## src/rtl/multiword_add_sequencer_pkg.sv

```systemverilog
// Shared constants, state encoding and helpers for the multi-chunk add sequencer.
// Chunk geometry is fixed at a 5-bit adder slice supporting effective widths 2..5.
package multiword_add_sequencer_pkg;

  localparam int unsigned CHUNK_W = 5;
  localparam int unsigned N_W     = 3;
  localparam int unsigned N_MIN   = 2;
  localparam int unsigned N_MAX   = 5;

  typedef enum logic [1:0] {
    ST_IDLE = 2'd0,
    ST_RUN  = 2'd1,
    ST_DONE = 2'd2
  } state_t;

  // One slice request presented to the external adder
  typedef struct packed {
    logic [N_W-1:0]     n;
    logic [CHUNK_W-1:0] a;
    logic [CHUNK_W-1:0] b;
    logic               ci;
  } add_req_t;

  function automatic logic n_legal(input logic [N_W-1:0] n);
    return (32'(n) >= N_MIN) && (32'(n) <= N_MAX);
  endfunction

  function automatic logic [CHUNK_W-1:0] n_mask(input logic [N_W-1:0] n);
    logic [CHUNK_W-1:0] m;
    case (n)
      3'd0:    m = 5'b00000;
      3'd1:    m = 5'b00001;
      3'd2:    m = 5'b00011;
      3'd3:    m = 5'b00111;
      3'd4:    m = 5'b01111;
      default: m = 5'b11111;
    endcase
    return m;
  endfunction

endpackage

```

## src/rtl/multiword_add_sequencer.sv

```systemverilog
// Sequences an external 5-bit slice adder over NUM_CHUNKS chunks of n bits, rippling carry per clock.
// Define ADDSEQ_SUB_EN to add the in_sub port (A - B via ~B with forced carry-in).
module multiword_add_sequencer
  import multiword_add_sequencer_pkg::*;
#(
  parameter  int unsigned NUM_CHUNKS = 4,
  localparam int unsigned OP_W       = NUM_CHUNKS * CHUNK_W
) (
  input  logic                clk,
  input  logic                rst,
  input  logic                in_valid,
  output logic                in_ready,
  input  logic [N_W-1:0]      in_n,
  input  logic [OP_W-1:0]     in_a,
  input  logic [OP_W-1:0]     in_b,
  input  logic                in_ci,
`ifdef ADDSEQ_SUB_EN
  input  logic                in_sub,
`endif
  output logic                err,
  output logic                res_valid,
  input  logic                res_ready,
  output logic [OP_W-1:0]     res_sum,
  output logic                res_co,
  output logic [N_W-1:0]      add_n,
  output logic [CHUNK_W-1:0]  add_a,
  output logic [CHUNK_W-1:0]  add_b,
  output logic                add_ci,
  input  logic [CHUNK_W-1:0]  add_sum,
  input  logic                add_co
);

  localparam int unsigned POS_W = $clog2(OP_W + CHUNK_W + 1);
  localparam int unsigned CNT_W = $clog2(NUM_CHUNKS + 1);
  localparam logic [CNT_W-1:0] LAST_CNT = CNT_W'(NUM_CHUNKS - 1);

  state_t             state_q;
  state_t             state_d;
  logic [N_W-1:0]     n_q;
  logic [N_W-1:0]     n_d;
  logic [OP_W-1:0]    a_q;
  logic [OP_W-1:0]    a_d;
  logic [OP_W-1:0]    b_q;
  logic [OP_W-1:0]    b_d;
  logic [POS_W-1:0]   pos_q;
  logic [POS_W-1:0]   pos_d;
  logic [CNT_W-1:0]   cnt_q;
  logic [CNT_W-1:0]   cnt_d;
  logic [OP_W-1:0]    sum_d;
  logic               co_d;
  logic               valid_d;
  logic               err_d;
  logic               ready_d;
  add_req_t           add_q;
  add_req_t           add_d;
  logic               sub_req;
  logic               accept;

`ifdef ADDSEQ_SUB_EN
  assign sub_req = in_sub;
`else
  assign sub_req = 1'b0;
`endif

  assign accept = in_valid & in_ready;

  assign add_n  = add_q.n;
  assign add_a  = add_q.a;
  assign add_b  = add_q.b;
  assign add_ci = add_q.ci;

  // State register
  always_ff @(posedge clk) begin
    if (rst) begin
      state_q <= ST_IDLE;
    end else begin
      state_q <= state_d;
    end
  end

  // Next-state logic
  always_comb begin
    state_d = state_q;
    unique case (state_q)
      ST_IDLE: if (accept && n_legal(in_n)) state_d = ST_RUN;
      ST_RUN:  if (cnt_q == LAST_CNT) state_d = ST_DONE;
      ST_DONE: if (res_ready) state_d = ST_IDLE;
      default: state_d = ST_IDLE;
    endcase
  end

  // Next values of datapath and registered outputs; add_* is staged one cycle ahead of its use
  always_comb begin
    n_d     = n_q;
    a_d     = a_q;
    b_d     = b_q;
    pos_d   = pos_q;
    cnt_d   = cnt_q;
    sum_d   = res_sum;
    co_d    = res_co;
    valid_d = res_valid;
    err_d   = 1'b0;
    add_d   = '0;
    unique case (state_q)
      ST_IDLE: begin
        if (accept) begin
          if (n_legal(in_n)) begin
            n_d      = in_n;
            a_d      = in_a;
            b_d      = sub_req ? ~in_b : in_b;
            pos_d    = '0;
            cnt_d    = '0;
            sum_d    = '0;
            co_d     = 1'b0;
            add_d.n  = in_n;
            add_d.a  = in_a[CHUNK_W-1:0] & n_mask(in_n);
            add_d.b  = b_d[CHUNK_W-1:0] & n_mask(in_n);
            add_d.ci = sub_req | in_ci;
          end else begin
            err_d = 1'b1;
          end
        end
      end
      ST_RUN: begin
        sum_d = res_sum | (OP_W'(add_sum & n_mask(n_q)) << pos_q);
        pos_d = pos_q + POS_W'(n_q);
        cnt_d = cnt_q + CNT_W'(1);
        if (cnt_q == LAST_CNT) begin
          co_d    = add_co;
          valid_d = 1'b1;
        end else begin
          add_d.n  = n_q;
          add_d.a  = CHUNK_W'(a_q >> pos_d) & n_mask(n_q);
          add_d.b  = CHUNK_W'(b_q >> pos_d) & n_mask(n_q);
          add_d.ci = add_co;
        end
      end
      ST_DONE: if (res_ready) valid_d = 1'b0;
      default: ;
    endcase
    ready_d = (state_d == ST_IDLE);
  end

  // Datapath and output registers
  always_ff @(posedge clk) begin
    if (rst) begin
      n_q       <= '0;
      a_q       <= '0;
      b_q       <= '0;
      pos_q     <= '0;
      cnt_q     <= '0;
      res_sum   <= '0;
      res_co    <= 1'b0;
      res_valid <= 1'b0;
      err       <= 1'b0;
      in_ready  <= 1'b1;
      add_q     <= '0;
    end else begin
      n_q       <= n_d;
      a_q       <= a_d;
      b_q       <= b_d;
      pos_q     <= pos_d;
      cnt_q     <= cnt_d;
      res_sum   <= sum_d;
      res_co    <= co_d;
      res_valid <= valid_d;
      err       <= err_d;
      in_ready  <= ready_d;
      add_q     <= add_d;
    end
  end

endmodule

```

## config.mk

```make
export PLATFORM = sky130hd
export DESIGN_NAME = multiword_add_sequencer
export DESIGN_NICKNAME = d
export VERILOG_FILES = /design/src/rtl/multiword_add_sequencer_pkg.sv /design/src/rtl/multiword_add_sequencer.sv
export SDC_FILE = /design/constraint.sdc
export NUM_CORES = 1
export LEC_CHECK = 0
export CAP_MARGIN = 20
export CORE_MARGIN = 4
export CORE_UTILIZATION = 30
export CTS_BUF_LIST = sky130_fd_sc_hd__clkbuf_4
export CTS_CLUSTER_DIAMETER = 100
export CTS_CLUSTER_SIZE = 8
export DETAILED_ROUTE_END_ITERATION = 7
export PLACE_DENSITY = 0.54
export SYNTH_ARGS = -nofsm -noshare
export SYNTH_HDL_FRONTEND = slang
export SYNTH_SLANG_ARGS = --single-unit
```

## constraint.sdc

```tcl
create_clock -name clk -period 4.05 [get_ports clk]
set_clock_uncertainty 0.1 [all_clocks]
set_input_delay 0.81 -clock clk [delete_from_list [all_inputs] [get_ports clk]]
set_output_delay 0.81 -clock clk [all_outputs]
set_load 0.005 [all_outputs]
```

==> metrics.md <==
| Metric | Value |
|---|---|
| Status | completed |
| Synthesized cell area | 0.00499 mm^2 |
| Most frequent cell after synthesis | nand2_1 |
| Number of synthesized flops with an enable pin | 0 |
| Unrepaired setup endpoints after global routing | false |
| Hold Buf Count CTS | 0 |
| Worst slew pin tran | 0.994 ns |
| Switching power | 0.527 mW |
| DP Worst Slack | 0.496 ns |
| RR Endpoint | add_a[2]$_SDFF_PP0_ |
| Final wirelength | 14800 um |
| Final min period | 3.25 ns |
| Slew HR | 33.7% |
| Reg2reg setup slack | 0.80 ns |
| Hpwl dp | 11200 um |
| Max rail drop VDD | 0.000187 V |
| HP Class | flop to flop |
| Final number of setup-violating endpoints | 0 |
| Finished Layout Cells | 871 |
| Highest clock rate | 0.308 GHz |
| Worst EP required | 4.30 ns |
| GPL Wtd Cong | 0.858 |
| Clock share of power | 27.2% |
| Sequential power share | 53.1% |
| Clk_lat worst skew | 0.47 ns |
| Initial DRC count | 281 |
| CTS tree | yes |
| Total power | 1.82 mW |
| Setup WS post-layout | 0.802 ns |
| Power per cell area | 295 mW/mm^2 |
| Tot GR Track Use | 15.9% |
| Synth-to-Final Area Change | 23.6% |
| # DRC | 0 |
| Buffers on Ports | 91 |
| Total CTS buffers | 9 |
| Slew Limit Fails | 0 |
| Clock Path Buffers | 2 |
| Worst r2r path cells | 7 |
| Register bit count reported by yosys | 91 |
| Net count after synthesis | 645 |
| Fraction of final layout cells sized beyond drive strength 1 | 9.92% |
| CP Capture Type | flop |
| Combinational share of power | 19.7% |
| Top post-synthesis cells by area | dfxtp_1, mux4_2, nand2_1 |
| Arr. time, crit path | 3.50 ns |
| Clock root buffer master | clkbuf_4 |
| Post-synthesis cell type count | 63 |
| Die X | 137 um |
| Starting Density | 31.0% |
| Post-CTS sizing | 0 |
| Largest net degree at the start of global routing | 40 |
| Startpoint types | flop |
| First-pass GRT wire length | 23300 um |
| Internal cell power | 1.29 mW |
| Fin area | 0.00616 mm^2 |
| Fin Hold WS | 0.374 ns |
| Period utilisation layout | 80.2% |
| Vias | 4598 |
| Die Span Y | 137 um |
| Worst Hold Launch | b_q[0]$_SDFFE_PP0P_ |
| Hold Crit Depth | 2 |
| Origin of the critical flop-to-flop path | pos_q[0]$_SDFFE_PP0P_ |
| Worst Hold Path EP | b_q[0]$_SDFFE_PP0P_ |
| Worst Setup Path Type | flop to flop |
| P_leak | 2.06 nW |
| Post-route ant nets | 0 |
| # rows | 46 |
| Synth top cells by count | nand2_1, dfxtp_1, a21oi_1 |
| Initial antenna violation count | 0 |
| Io pins | 92 |
| Largest fanout on the critical path | 38 |
| Area after DPL | 0.00604 mm^2 |
| Placed Cells | 856 |
| Sequential cell area fraction in the yosys report | 36.5% |
| Filler cell count in the final layout | 1661 |
| Fin. Hold Viols | 0 |
| Syn avg cell area | 8.57 um^2 |
| ANT cells | 0 |
| Asr flop ratio synth | 0% |
| Vias per cell | 5.28 |
| Die area | 0.0188 mm^2 |
| GRT overflow | 0 |
| Vias in the first global route | 4317 |
| # H-tree levels | 3 |
| Clock-pin slew on the worst setup and hold paths | 0.14 ns |
| Pre-antenna DRT Iters | 5 |
| Synth warnings | 0 |
| Post-Syn Instances | 582 |
| Main synth FF type | dfxtp_1 |
| Cell taking the most area after synthesis | dfxtp_1 |
| Core Footprint | 0.0161 mm^2 |
| Nets | 714 |
| WL/cell | 17.0 um |
| Final core occ | 38.3% |
| Postcts setup bufs | 0 |
| Switching Fraction | 28.9% |
| CTS Sinks | 91 |
| Synth top area share | 36.5% |
| Post-Route Setup TNS | 0 ns |
| Total of max-cap violations | 0 |
worst max-delay path by stage:
stage	start	to	slack, ns	depth (start not counted)
CTS	pos_q[0]$_SDFFE_PP0P_	add_a[2]$_SDFF_PP0_	0.79	7
finish	pos_q[0]$_SDFFE_PP0P_	add_a[2]$_SDFF_PP0_	0.80	7
global placement	in_n[2]	res_sum[8]$_SDFFE_PP0P_	0.61	8
global route	pos_q[0]$_SDFFE_PP0P_	add_a[2]$_SDFF_PP0_	0.57	7
floorplan	pos_q[0]$_SDFFE_PP0P_	add_b[3]$_SDFF_PP0_	1.46	6
detailed placement	in_n[2]	res_sum[9]$_SDFFE_PP0P_	0.50	8
cell type report:
class / instances / area [um^2] / area share [%]
tap: 216 / 270 / 4.38
clock buffer: 11 / 82.6 / 1.34
timing repair buffer: 102 / 988 / 16.0
sequential: 91 / 1820 / 29.6
multi-input combinational: 441 / 2940 / 47.6
clock inverter: 4 / 42.5 / 0.690
inverter: 6 / 22.5 / 0.365
cells in the final DEF (no fill, tap or decap), types with 3 or more instances in the layout:
cell type          n
nor2_1            40
and3_1             5
o21a_1             6
clkbuf_4          11
nand2_1          110
a2111oi_0          5
o21ai_0           14
nor4_1             5
a21oi_1           79
a311oi_1           3
nor3b_1            5
mux4_2            23
or2_2              3
a22oi_1            8
nand3_1           14
mux2_2             9
inv_1              6
ha_1               7
nor2b_1            7
nand4_1            5
dfxtp_1           91
a22o_1             3
nand2b_1           8
and2_1             4
a31oi_1            4
buf_4             11
nor3_1            11
mux2i_1           22
clkdlybuf4s50_1   90
a211oi_1           3
layer usage:
| layer | track usage, % | wire (um) | part of all wire, % | vias up |
|---|---|---|---|---|
| li1 | - | - | - | 2246 |
| met1 | 21.1 | 6730 | 46 | 2181 |
| met2 | 25.4 | 6880 | 47 | 144 |
| met3 | 3.46 | 806 | 5.4 | 27 |
| met4 | 6.04 | 367 | 2.5 | 0 |
| met5 | 0 | 0 | 0 | - |
kinds of logic after synthesis:
| family | Yosys count | share of synthesized area [%] |
|---|---|---|
| AOI/OAI and AO/OA | 145 | 17.7 |
| adders and majority gates | 9 | 2.41 |
| xor gates and xnor gates | 2 | 0.351 |
| muxes | 54 | 16.8 |
| DFF | 91 | 36.5 |
| and+or+nand+nor | 231 | 21.5 |
| buffers and inverters | 50 | 4.67 |
power groups by stage:
stage | clock network (mW) | logic, mW | registers [mW]
floorplan | 0 | 0.234 | 0.971
global placement | 0 | 0.354 | 0.985
detailed placement | 0 | 0.360 | 0.987
CTS | 0.518 | 0.361 | 0.967
global route | 0.546 | 0.393 | 0.973
finish | 0.495 | 0.359 | 0.967
registers in the layout (all words and copies together), names as in the netlist:
| register | cells |
|---|---|
| a_q | 20 |
| add_a | 5 |
| add_b | 5 |
| add_ci | 1 |
| add_n | 3 |
| b_q | 20 |
| cnt_q | 3 |
| err | 1 |
| in_ready | 1 |
| n_q | 3 |
| pos_q | 5 |
| res_co | 1 |
| res_sum | 20 |
| res_valid | 1 |
| state_q | 2 |
worst max-delay path, stage by stage (launching register included):
cell	delay (ns)
dfxtp_1	0.45
ha_2	1.04
buf_4	0.31
mux2i_1	0.30
mux4_2	0.28
nor2_1	0.04
a2111oi_0	0.43
nor3_1	0.15
(Power assumes the default switching activity.)
